<file path="config.mk">
export PLATFORM = sky130hd
export DESIGN_NAME = ifetch32
export DESIGN_NICKNAME = d
export VERILOG_FILES = /design/src/rtl/ifetch32_pkg.sv /design/src/rtl/ifetch32_next_pc_sel.sv /design/src/rtl/ifetch32.sv
export SDC_FILE = /design/constraint.sdc
export NUM_CORES = 1
export LEC_CHECK = 0
export CAP_MARGIN = 25
export CORE_MARGIN = 8
export CORE_UTILIZATION = 43
export CTS_BUF_LIST = sky130_fd_sc_hd__clkbuf_4
export DETAILED_ROUTE_END_ITERATION = 6
export PLACE_DENSITY = 0.85
export SETUP_SLACK_MARGIN = 0.2
export SYNTH_ARGS = -nofsm -noshare
export SYNTH_HDL_FRONTEND = slang
export SYNTH_SLANG_ARGS = --single-unit
</file>
<file path="constraint.sdc">
create_clock -name clock -period 3.1 [get_ports clock]
set_input_delay 0.775 -clock clock [delete_from_list [all_inputs] [get_ports clock]]
set_output_delay 0.775 -clock clock [all_outputs]
set_load 0.01 [all_outputs]
</file>
<file path="src/rtl/ifetch32_pkg.sv">
// Shared definitions for the instruction fetch stage.
package ifetch32_pkg;

    // Default reset PC for the fetch stage.
    localparam logic [31:0] RESET_PC_VAL = 32'h0000_0000;

    // Next-PC source, listed from lowest to highest priority.
    typedef enum logic [1:0] {
        SEL_SEQ    = 2'd0,
        SEL_BRANCH = 2'd1,
        SEL_JUMP   = 2'd2,
        SEL_JR     = 2'd3
    } pc_sel_e;

    // j/jal target: upper nibble of pc+4, 26-bit index, word aligned.
    function automatic logic [31:0] jump_target(input logic [3:0]  pc_hi,
                                                input logic [25:0] index);
        return {pc_hi, index, 2'b00};
    endfunction

endpackage

</file>
<file path="src/rtl/ifetch32_next_pc_sel.sv">
// Next-PC priority mux with misaligned-target detection (combinational).
module ifetch32_next_pc_sel
    import ifetch32_pkg::*;
(
    input  logic [31:0] seq_pc,
    input  logic [3:0]  jump_hi,
    input  logic [25:0] instr_index,
    input  logic [31:0] branch_target,
    input  logic [31:0] jr_target,
    input  logic        branch,
    input  logic        nbranch,
    input  logic        jmp,
    input  logic        jal,
    input  logic        jr,
    input  logic        zero,
    output logic [31:0] next_pc,
    output logic        misaligned
);

    pc_sel_e     sel;
    logic        taken;
    logic [31:0] target;

    // Resolve the source by fixed priority, then force word alignment.
    always_comb begin
        taken = (branch & zero) | (nbranch & ~zero);
        sel   = SEL_SEQ;
        if (jr)
            sel = SEL_JR;
        else if (jmp | jal)
            sel = SEL_JUMP;
        else if (taken)
            sel = SEL_BRANCH;

        case (sel)
            SEL_JR:     target = jr_target;
            SEL_JUMP:   target = jump_target(jump_hi, instr_index);
            SEL_BRANCH: target = branch_target;
            default:    target = seq_pc;
        endcase

        misaligned = |target[1:0];
        next_pc    = {target[31:2], 2'b00};
    end

endmodule

</file>
<file path="src/rtl/ifetch32.sv">
// Instruction fetch stage: PC register, ROM addressing, retired-instruction
// counter and sticky misaligned-target flag.
module ifetch32
    import ifetch32_pkg::*;
#(
    parameter logic [31:0] RESET_PC = RESET_PC_VAL,
    parameter int unsigned ROM_AW   = 14
) (
    input  logic              clock,
    input  logic              reset,
    input  logic              stall,
    output logic [ROM_AW-1:0] rom_addr,
    input  logic [31:0]       rom_data,
    output logic [31:0]       Instruction,
    input  logic              Branch,
    input  logic              nBranch,
    input  logic              Jmp,
    input  logic              Jal,
    input  logic              Jr,
    input  logic              Zero,
    input  logic [31:0]       Addr_result,
    input  logic [31:0]       Read_data_1,
    output logic [31:0]       pc_out,
    output logic [31:0]       opcplus4,
    output logic              fetch_err,
    output logic [31:0]       instr_count
);

    logic [31:0] pc;
    logic [31:0] next_pc;
    logic        misaligned;

    assign opcplus4    = pc + 32'd4;
    assign pc_out      = pc;
    assign rom_addr    = pc[ROM_AW+1:2];
    assign Instruction = rom_data;

    ifetch32_next_pc_sel u_next_pc_sel (
        .seq_pc        (opcplus4),
        .jump_hi       (opcplus4[31:28]),
        .instr_index   (rom_data[25:0]),
        .branch_target (Addr_result),
        .jr_target     (Read_data_1),
        .branch        (Branch),
        .nbranch       (nBranch),
        .jmp           (Jmp),
        .jal           (Jal),
        .jr            (Jr),
        .zero          (Zero),
        .next_pc       (next_pc),
        .misaligned    (misaligned)
    );

    // PC, retired count and sticky error flag; reset overrides stall.
    always_ff @(posedge clock) begin
        if (reset) begin
            pc          <= RESET_PC;
            fetch_err   <= 1'b0;
            instr_count <= '0;
        end else if (!stall) begin
            pc          <= next_pc;
            instr_count <= instr_count + 32'd1;
            if (misaligned)
                fetch_err <= 1'b1;
        end
    end

endmodule

</file>
==> results summary <==
The global route total overflow is 0. The worst setup path is captured at a primary output. The sequential cell area fraction in the yosys report came out at between 20% and 30%. The horizontal extent of the die came out at 118 um. The number of hold-slack violations in the final timing report came out at 0. The share of flip-flops with an asynchronous set or reset is 0%. The effective utilization at floorplan came out at 43.8%.

In the final layout, the share of cells above drive strength 1 is between 15 and 20%. The total wire length after detailed routing came out at 19,200 um. The number of synthesized flops with an enable pin came out at 0. After synthesis, the cell types taking the most area are dfxtp_1 28%, buf_4 8.7%, xnor2_1 8.2%.

For this run, the post-layout net count is between 900 and 1,000. Setup repair after global routing could not meet its margin everywhere. Among all stages on the critical path, the largest delay is contributed by or4_4. The final setup violation count came out at 0.

The initial antenna violation count came out at 1. The part of the power in combinational logic came out at between 20% and 30%. The total standard cell area after synthesis came out at 0.00448 mm^2. In this run the power spent charging and discharging nets is slightly below 0.7 mW. TritonCTS built the clock tree.

The class of the tightest hold or removal check is flop to flop. The count of mapped cells out of synthesis is 581. The count of vias placed by the detailed router came out at 5,360. The post-placement cell area is 0.00673 mm^2. The maximum achievable frequency is 342 MHz. After detailed routing, the average wire length per cell comes to 20.5 um. The first global-routing pass estimated about 29,000 um of wire.

At the placement stage, the worst setup path has a slack of ~0.19 ns. The worst-case headroom to the max-slew limit is 58.3%. The count of unique library cells instantiated by Yosys came out at 61. The share of the core filled with cells came out at between 60% and 70%. Yosys instantiated no cell more often than dfxtp_1. The final critical-path setup slack is 0.177 ns. The flow ran to the end, and the final reports show no timing, DRC or antenna violations. The number of warnings printed during yosys synthesis came out at 0. Detailed placement ended at an HPWL of approximately 15,000 um.

The most used flip-flop cell after synthesis is dfxtp_1. The floorplan step defined a die boundary enclosing 0.0139 mm^2. In this run the static leakage power is 2.78 nW. The power after layout came out at 2.22 mW. The chip height is 118 um.

The critical path contains buffers and inverters numbering 3 combined. The maximum number of pins on one net before global-route repair is 37. For the worst-skew pair, the clock arrives at the later sink with an insertion delay of 0.43 ns. The count of H-tree levels built during CTS is 3.

Global routing used 28.1% of the available met1 tracks. The maximum VDD drop came out at 239 uV. The clock transition at the registers of the reported paths is 0.12 ns. For the worst setup path, the data required time is ~2.3 ns. The total I/O pin count came out at around 250. The clock network fraction of total power is 30.9%. The average cell area after synthesis is 7.72 um^2. The flop and latch count out of synthesis came out at 63. The count of hold buffers inserted by post-cts repair is 0. The switching part of the total power came out at 30.8%. The pin slew with the least headroom to its limit is 0.623 ns. The final total negative setup slack is 0 ns.

The internal power contribution came out at roughly 1.5 mW. The worst-case clock buffer depth came out at 2. The highest fanout seen on the critical path came out at 4. After the first detailed-routing iteration, the DRC count stood at 464. The total power per unit cell area is 311 mW/mm^2.

STA classifies the critical path startpoint as a flop. After filler insertion, the fill cell instance count of the layout stands at 829. The final-report max-slew violation count is 0. Global routing consumed, on the met3 layer, approximately 7.8% of the routing resources. Walking the worst path, the cells encountered are nand4_4 -> buf_6 -> buf_6 -> or4_4 -> xnor2_4 -> buf_6. The total DRC errors in the routed layout is 0. Clock tree synthesis selected as its root buffer the cell clkbuf_4. The area of the core came out at roughly 0.010 mm^2. The largest delay contributor family on the critical path is simple AND/OR/NAND/NOR gates. The dominant cell type by count on the critical path is buf_6. By count the netlist is led by 63 x dfxtp_1, 52 x buf_4, 51 x nor2_1. The number of placement rows is 37. The share of the cycle needed by the critical path after routing came out at between 90% and 100%.

The final critical delay including setup and external delays came out at roughly 2.9 ns. STA puts the critical path data arrival time at 2.15 ns. The clock skew came out at 0.0184 ns.

The number of detailed-route iterations in the first pass is 5. The global router's overall resource usage came out at around a quarter. The count of antenna-violating nets left after detailed routing came out at 0.

The final cell area excluding filler cells came out at 0.00716 mm^2. Using the TritonRoute via totals, the vias-per-cell ratio works out to 5.72. The largest stage delay on the critical path came out at 0.57 ns. The met2 global-route usage came out at a little under half. The via count of the first global-routing pass is 5,410. The area added between synthesis and finish is 59.7%. The setup path with the least slack is of type flop to primary output. The CTS buffer count came out at 9. The global routing stage identified its most utilized layer as met2. The final weighted congestion in routability-driven placement is 0.933. The count of maximum capacitance violations is 0. The cell taking the most area after synthesis is dfxtp_1.

The quantity of I/O buffers inserted on ports came out at between 200 and 250. Of the total power, registers draw 40.0%. The number of clock sinks seen by CTS came out at 63. The fraction of synthesized cell area taken by the top area cell type is approximately 28%.
-- per-layer routing --
| layer | up-vias | wire length (um) |
|---|---|---|
| met1 | 2513 | 7210 |
| met3 | 39 | 1850 |
| li1 | 2505 | - |
| met5 | - | 0 |
| met2 | 303 | 9690 |
| met4 | 0 | 474 |
-- area by class of cell --
cell class	instances	area [um^2]	area share [%]
Inverter	16	60.1	0.839
Clock inverter	7	103	1.43
Sequential cell	63	1290	18.0
Clock buffer	9	67.6	0.944
Timing Repair Buffer	288	2700	37.7
Tap cell	136	170	2.38
Antenna cell	1	2.50	0.0350
Multi-Input combinational cell	417	2770	38.7
-- power groups by stage --
stage / Sequential (mW) / Combinational, mW / Clock, mW
after floorplan: 0.912 / 0.267 / 0
after global placement: 0.894 / 0.646 / 0
after detailed placement: 0.896 / 0.651 / 0
after CTS: 0.883 / 0.646 / 0.688
after global routing: 0.892 / 0.691 / 0.724
final: 0.888 / 0.648 / 0.686
-- flip-flops by register name (all words and copies together), names as in the netlist --
signal / count
instr_count: 32
pc_out: 30
fetch_err: 1
-- timing repair --
item,CTS,global route
buffers inserted,8,9
resized for setup,49,52
pin swaps,4,8
hold endpoints to repair,0,0
endpoints found under the setup margin,26,22
-- kinds of logic after synthesis --
| kind of cell | after synthesis | share of synthesized area [%] |
|---|---|---|
| xor gates and xnor gates | 53 | 10.4 |
| AOI/OAI and AO/OA | 120 | 18.3 |
| DFF | 63 | 28.1 |
| buffers and inverters | 104 | 13.5 |
| muxes | 3 | 0.698 |
| and+or+nand+nor | 235 | 28.4 |
| adders and majority gates | 2 | 0.558 |
| other | 1 | 0.0836 |
-- placed cells by master (no fill, tap or decap), types with 5 or more instances in the layout --
cell type and count:
nor4_1 12, a221oi_1 8, a221o_1 6, o21ai_0 30
o221ai_1 8, o22ai_1 5, clkbuf_4 9, nand4_1 15
nand3_1 30, inv_1 16, or3_1 15, dlygate4sd2_1 7
nand2_1 43, xnor2_1 39, xor2_1 11, dlymetal6s2s_1 5
nor2_1 48, a21oi_1 25, dfxtp_1 45, dfxtp_2 16
and4_1 6, buf_4 55, nor3_1 13, clkdlybuf4s50_1 205
clkbuf_2 9, and3_1 21
-- path summary, 6_finish.rpt --
path	from	to	slack, ns	depth (start not counted)
max	pc_out[6]	opcplus4[15]	0.18	6
max reg2reg	instr_count[11]	instr_count[31]	0.90	5
min	fetch_err	fetch_err	0.49	1
min reg2reg	fetch_err	fetch_err	0.49	1
-- stage by stage --
stage / cells / hold WS [ns]
finish: 937 / 0.492
global route: 937 / 0.534
floorplan: 584 / 0.496
global placement: 903 / 0.456
CTS: 927 / 0.494
detailed placement: 903 / 0.454
Note: power is estimated with default switching activity, not from simulation.
